### src/rtl/matmul_sequencer.sv
// Control FSM sequencing one matmul on the systolic array and writing its overflow flags.
// Optional FLAGS_STICKY_EN: the flag accumulator persists across operations until clr_flags_i.
module matmul_sequencer #(
  parameter int DATA_WIDTH = 32,
  parameter int BUS_WIDTH  = 64,
  parameter int MAX_DIM    = BUS_WIDTH / DATA_WIDTH,
  parameter int DIM_W      = $clog2(MAX_DIM) + 1,
  parameter int STEP_W     = $clog2(3 * MAX_DIM) + 1
) (
  input  logic                         clk_i,
  input  logic                         rst_i,
  input  logic                         start_i,
  input  logic [DIM_W-1:0]             n_dim_i,
  input  logic [DIM_W-1:0]             k_dim_i,
  input  logic [DIM_W-1:0]             m_dim_i,
  input  logic                         clr_flags_i,
  input  logic [MAX_DIM*MAX_DIM-1:0]   ovf_i,
  output logic                         busy_o,
  output logic                         done_o,
  output logic                         err_o,
  output logic                         array_clr_o,
  output logic                         array_en_o,
  output logic [STEP_W-1:0]            step_o,
  output logic                         flags_we_o,
  output logic [BUS_WIDTH-1:0]         flags_data_o
);

  localparam int NCELL = MAX_DIM * MAX_DIM;
  localparam logic [DIM_W-1:0] MAX_D = DIM_W'(MAX_DIM);

  typedef enum logic [2:0] {
    S_IDLE,
    S_CLEAR,
    S_FEED,
    S_DRAIN,
    S_FLAGS,
    S_DONE
  } state_e;

  state_e               state_q, state_d;
  logic [DIM_W-1:0]     n_q, n_d, k_q, k_d, m_q, m_d;
  logic [STEP_W-1:0]    step_q, step_d;
  logic [STEP_W-1:0]    last_step;
  logic [NCELL-1:0]     acc_q, acc_d;
  logic [NCELL-1:0]     mask;
  logic [BUS_WIDTH-1:0] flags_q, flags_d;
  logic                 err_q, err_d;
  logic                 dims_ok;

  assign dims_ok = (n_dim_i != '0) && (n_dim_i <= MAX_D) &&
                   (k_dim_i != '0) && (k_dim_i <= MAX_D) &&
                   (m_dim_i != '0) && (m_dim_i <= MAX_D);

  // L-1 = n+k+m-3: the final feed step index.
  assign last_step = STEP_W'(n_q) + STEP_W'(k_q) + STEP_W'(m_q) - STEP_W'(3);

  always_comb begin
    mask = '0;
    for (int unsigned r = 0; r < MAX_DIM; r++) begin
      for (int unsigned c = 0; c < MAX_DIM; c++) begin
        mask[r*MAX_DIM+c] = (DIM_W'(r) < n_q) && (DIM_W'(c) < m_q);
      end
    end
  end

  always_comb begin
    state_d     = state_q;
    n_d         = n_q;
    k_d         = k_q;
    m_d         = m_q;
    step_d      = step_q;
    acc_d       = acc_q;
    flags_d     = flags_q;
    err_d       = 1'b0;
    busy_o      = 1'b0;
    done_o      = 1'b0;
    array_clr_o = 1'b0;
    array_en_o  = 1'b0;
    flags_we_o  = 1'b0;

    unique case (state_q)
      S_IDLE: begin
        if (start_i) begin
          n_d = n_dim_i;
          k_d = k_dim_i;
          m_d = m_dim_i;
          if (dims_ok) state_d = S_CLEAR;
          else         err_d   = 1'b1;
        end
      end
      S_CLEAR: begin
        busy_o      = 1'b1;
        array_clr_o = 1'b1;
        step_d      = '0;
`ifndef FLAGS_STICKY_EN
        acc_d       = '0;
`endif
        state_d     = S_FEED;
      end
      S_FEED: begin
        busy_o     = 1'b1;
        array_en_o = 1'b1;
        acc_d      = acc_q | (ovf_i & mask);
        if (step_q == last_step) begin
          step_d  = '0;
          state_d = S_DRAIN;
        end else begin
          step_d  = step_q + STEP_W'(1);
        end
      end
      S_DRAIN: begin
        busy_o  = 1'b1;
        acc_d   = acc_q | (ovf_i & mask);
        state_d = S_FLAGS;
      end
      S_FLAGS: begin
        busy_o     = 1'b1;
        flags_we_o = 1'b1;
        state_d    = S_DONE;
      end
      S_DONE: begin
        done_o  = 1'b1;
        state_d = S_IDLE;
      end
      default: state_d = S_IDLE;
    endcase

`ifdef FLAGS_STICKY_EN
    // Clear takes priority over any accumulation in the same cycle.
    if (clr_flags_i) acc_d = '0;
`endif

    // Snapshot includes the final drain sample, so FLAGS presents a stable value.
    if (state_q == S_DRAIN) flags_d = BUS_WIDTH'(acc_d);
  end

`ifndef FLAGS_STICKY_EN
  logic unused_clr_flags;
  assign unused_clr_flags = clr_flags_i;
`endif

  always_ff @(posedge clk_i or posedge rst_i) begin
    if (rst_i) begin
      state_q <= S_IDLE;
      n_q     <= '0;
      k_q     <= '0;
      m_q     <= '0;
      step_q  <= '0;
      acc_q   <= '0;
      flags_q <= '0;
      err_q   <= 1'b0;
    end else begin
      state_q <= state_d;
      n_q     <= n_d;
      k_q     <= k_d;
      m_q     <= m_d;
      step_q  <= step_d;
      acc_q   <= acc_d;
      flags_q <= flags_d;
      err_q   <= err_d;
    end
  end

  assign step_o       = step_q;
  assign err_o        = err_q;
  assign flags_data_o = flags_q;

endmodule

### config.mk
export PLATFORM = sky130hd
export DESIGN_NAME = matmul_sequencer
export DESIGN_NICKNAME = d
export VERILOG_FILES = /design/src/rtl/matmul_sequencer.sv
export SDC_FILE = /design/constraint.sdc
export NUM_CORES = 1
export LEC_CHECK = 0
export ABC_CLOCK_PERIOD_IN_PS = 2200
export CAP_MARGIN = 25
export CORE_MARGIN = 3
export CORE_UTILIZATION = 36
export CTS_CLUSTER_DIAMETER = 100
export DETAILED_ROUTE_END_ITERATION = 16
export HOLD_SLACK_MARGIN = 0.08
export PLACE_DENSITY_LB_ADDON = 0.15
export REMOVE_ABC_BUFFERS = 1
export SLEW_MARGIN = 20
export SYNTH_ARGS = -nofsm -noshare
export SYNTH_HDL_FRONTEND = slang
export SYNTH_SLANG_ARGS = --single-unit
### constraint.sdc
create_clock -name clk_i -period 2.2 [get_ports clk_i]
set_input_delay 0.44 -clock clk_i [delete_from_list [all_inputs] [get_ports clk_i]]
set_output_delay 0.44 -clock clk_i [all_outputs]
set_load 0.01 [all_outputs]
### Word level (Yosys, flattened, before mapping)

Index checks and enable logic that the tools add are counted.

| word-level totals | value |
|---|---|
| register bits | 22 |
| output and inout port bits | 74 |
| word-level logic and storage cells | 63 |

| cells by class | value |
|---|---|
| add/sub/neg operators | 4 |
| order comparisons | 7 |
| equal/unequal tests | 9 |
| muxes and demuxes | 15 |
| bitwise logic cells | 2 |
| reduce and logical (&&, ||, !) cells | 18 |

Operators by type and width:

| cell | count |
|---|---|
| one-hot mux 4 bit (2 select lines) | 2 |
| one-hot mux 3 bit (5 select lines) | 1 |
| logical AND 1 bit | 9 |
| two-way mux 3 bit | 3 |
| < comparator 1 x 2 -> 1 bit, first input constant | 4 |
| two-way mux 1 bit | 8 |
| nonzero test 2 bit | 4 |
| equality test 3 x 2 -> 1 bit, second input constant | 2 |
| equality test 3 bit, second input constant | 2 |
| <= comparator 2 bit, second input constant | 3 |
| != test 2 bit, second input constant | 3 |
| adder 3 x 2 -> 4 bit | 1 |
| adder 4 x 1 -> 4 bit, second input constant | 1 |
| bitwise AND 4 bit | 1 |
| equality test 4 bit | 1 |
| two-way mux 4 bit | 1 |
| OR 4 bit | 1 |
| OR reduction 4 bit | 1 |
| subtractor 4 x 2 -> 4 bit, second input constant | 1 |
| adder 2 x 2 -> 3 bit | 1 |
| equality test 3 x 1 -> 1 bit, second input constant | 1 |
| zero test 3 bit | 1 |
| AND reduction 3 bit | 1 |
| AND reduction 2 bit | 1 |
| OR reduction 2 bit | 1 |

### Depth between registers and ports, before layout

| logic depth | value |
|---|---|
| depth in word-level cells | 9 |
| depth in mapped cells | 9 |
| gate-level depth less buffers | 9 |

### Least setup slack after synthesis

No wires, ideal clock.

| path | value |
|---|---|
| kind | register to register |
| from | reg n_q[1] |
| to | reg state_q[0] |
| arrival | 2,268 ps |
| path slack | -146 ps |
| stages on the path, launching flop included | 9 |
| cells stage by stage | dfrtp_1 > inv_1 > fa_1 > inv_1 > fa_1 > xnor3_1 > nand3_1 > nor4_1 > o21bai_1 |

| between the ends | value |
|---|---|
| word-level cells in the longest chain between the ends | 6 |

RTL lines:

| element | RTL line | RTL |
|---|---|---|
| start: declaration | 41 | `logic [DIM_W-1:0] n_q, n_d, k_q, k_d, m_q, m_d;` |
| start signal: assignment | 154 | `n_q <= n_d;` |
| adder 2 x 2 -> 3 bit | 55 | `assign last_step = STEP_W'(n_q) + STEP_W'(k_q) + STEP_W'(m_q) - STEP_W'(3);` |
| adder 3 x 2 -> 4 bit | 55 |  |
| subtractor 4 x 2 -> 4 bit | 55 |  |
| equality test 4 bit | 104 | `if (step_q == last_step) begin` |
| != test 2 bit (no source line) | n/a |  |
| AND reduction 3 bit (no source line) | n/a |  |
| end signal: assignment | 153 | `state_q <= state_d;` |
| end: declaration | 40 | `state_e state_q, state_d;` |

Every way passes these cells.
A chain may end at the register's enable or synchronous reset.

### Worst setup path in the final report

Same ends and word-level chain as after synthesis.

==> impl_metrics.toml <==
[status]
status = "finished with violations"
violations = "setup timing"

[logic_synthesis]
synthFlopType = "dfrtp_1"
synthTopCellsByCount = "buf_4 (60), dfrtp_1 (22), nand2_1 (19)"
synth_cell_types = 34
synthCells = 188
synth_seq_area_share_pct = 33.6
synth_warnings = 0
avgSynthCellArea_um2 = 8.73
synth_edf_count = 0
synth_seq_cells = 22
async_reset_ff_share_pct = 100
synthTopCellsByArea = "dfrtp_1 (34%), buf_4 (27%), nand2_1 (4.3%)"
yosysMostFrequentCell = "buf_4"
synth_top_area_share_pct = 33.6
syn_area_mm2 = 0.00164
synth.largest_area_cell = "dfrtp_1"

[clock_tree]
root_buffer = "clkbuf_8"
clkSinkCount = 22
path_clk_slew_ns = 0.08
htreeDepth = 1
cts-buffers-inserted = 3
tritoncts = "built"
ctsLongestPathBuffers = 2
cts_hold_buf = 0
clk_latency_ns = 0.26

[cells_and_area]
finalNonFillerCells = 286
final-seq-area_um2 = 554
num_antenna_cells = 0
drive_above_1_share_pct = 18.6
n_fill_cell = 426
multi_input_area_um2 = 853
final_cell_area_mm2 = 0.00204
area_delta_synth_final_pct = 24.1
final_nets = 257

[die]
pin_count = 88
die_y_um = 73.5
dieArea_mm2 = 0.00540
rows = 23
start_util_pct = 39.0
die_x_um = 73.5
coreArea_mm2 = 0.00420

[drt]
wirelength_um = 3160
drcViolationCount = 0
drt-pass1-iter-count = 4
ant_nets = 0
wl_per_cell_um = 11.1
vias = 1151
vias_per_cell = 4.02
drt_iter0_drc = 38

[critical_path]
cp-end-kind = "flip-flop"
cp_num_buf_inv = 2
crit_family = "adder cells"
worstPathRequired_ns = 2.39
cp_slowest_cell = "fa_1"
cp_data_arrival_time_ns = 2.55
critical_path.max_stage_delay_ns = 0.55
worstPathMaxFanout = 2
critPathLaunchType = "flip-flop"
crit_type = "reg2reg"
cp_cell_sequence = "inv_2 -> fa_1 -> inv_2 -> fa_1 -> xnor2_2 -> nand3_2 -> nor4_4 -> o21bai_1"

[sta]
finalClockSkew_ns = 0.00205
min_period_over_period_pct = 107
slew_viol_final = 0
layout_min_cycle_time_ns = 2.36
fin_ws_ns = -0.163
rsz0062_at_grt = "yes"
clock.fmax_ghz = 0.423
finalHoldViolCount = 0
finalSetupViolations = 5

[placed_design]
hpwl_um = 2380
place_area_mm2 = 0.00181
portBuffers = 26
dpl.cell_count = 273
gp_congestion = 0.694

[power]
p_per_area_mw_per_mm2 = 1440
ir_drop_uv = 850
p_leak_nw = 1.06

[global_route]
grt_pass1_vias = 1059
antenna_found_initial = 0
grt_pass1_wl_um = 5050
grt_start_max_net_pins = 23
grtUsageTotal_pct = 12.0
overflow = 0

[job]
drv_cap = 0

[hold_path]
hp-class = "reg2reg"
-- stage by stage --
| step | util (%) | hold slack [ns] | setup TNS (ns) | setup slack, ns | total power, mW |
|---|---|---|---|---|---|
| floorplan | - | 0.429 | -0.580 | -0.146 | 1.59 |
| global placement | 43.2 | 0.462 | -1.14 | -0.263 | 2.11 |
| detailed placement | 43.2 | 0.470 | -1.25 | -0.306 | 2.11 |
| global route | 48.5 | 0.500 | -1.29 | -0.274 | 3.17 |
| finish | 48.5 | 0.479 | -0.755 | -0.163 | 2.92 |
| CTS | 47.6 | 0.489 | -0.648 | -0.145 | 2.84 |
-- flip-flops by register name, indices dropped and copies added, names as in the netlist --
signal / flops
m_q: 2
err_o: 1
k_q: 2
n_q: 2
state_q: 3
step_o: 4
flags_data_o: 4
acc_q: 4
-- layer usage --
| layer | wire length, um | global-route usage, % |
|---|---|---|
| met1 | 1390 | 16.5 |
| met2 | 1420 | 18.8 |
| met3 | 333 | 3.28 |
| met4 | 18 | 2.41 |
| met5 | 0 | 0 |
-- cell families after synthesis --
kind of cell | synth area share (%)
buf+inv | 32.0
simple gates | 15.6
compound gates | 8.31
flops | 33.6
fa+ha+maj | 5.49
xor+xnor | 4.04
other cells | 0.229
mux | 0.686
-- power breakdown --
group / switching (mW) / internal (mW)
registers: 0.120 / 0.566
logic: 0.919 / 0.941
clock network: 0.136 / 0.243
total: 1.17 / 1.75
-- final cells by class --
| cell class | instances | share of cell area (%) |
|---|---|---|
| Clock inverter | 1 | 1.48 |
| Inverter | 16 | 3.20 |
| Sequential cell | 22 | 27.2 |
| Multi-Input combinational cell | 147 | 41.9 |
| Timing Repair Buffer | 47 | 21.1 |
| Clock buffer | 3 | 2.03 |
| Tap cell | 50 | 3.07 |
-- path summary, 6_finish.rpt --
check / endpoint / slack (ns) / startpoint / cells after the start
worst max-delay path: state_q[0] / -0.16 / n_q[1] / 8
worst max register to register: state_q[0] / -0.16 / n_q[1] / 8
max in group asynchronous: state_q[0] / 1.44 / rst_i / 3
worst min register to register: flags_data_o[1] / 0.48 / flags_data_o[1] / 2
worst min-delay path: flags_data_o[1] / 0.48 / flags_data_o[1] / 2
min in group asynchronous: acc_q[0] / 0.51 / rst_i / 3
-- worst min-delay path, stage by stage (launching register included) --
cell and delay (ns):
dfrtp_1 0.35, nand2_1 0.04, o21ai_0 0.05
-- cells in the final DEF (no fill, tap or decap), types with 2 or more instances in the layout --
cell and count:
inv_2 3, buf_4 20, fa_1 2, nor3_1 4
ha_1 4, nor2_1 9, inv_1 12, o21ai_0 10
dlymetal6s2s_1 3, clkbuf_8 3, nor3b_1 2, clkdlybuf4s50_1 23
o21ai_1 3, conb_1 60, nand2_1 19, a31oi_1 4
nand3_1 5, dfrtp_1 19, xnor2_1 4, dfrtp_2 3
-- what timing repair did --
| item | CTS | global route |
|---|---|---|
| gates resized for setup | 16 | 6 |
| setup buffers | 7 | 2 |
| setup endpoints to repair | 7 | 8 |
| pin swaps | 7 | 2 |
Power figures use the tool's default switching activity.
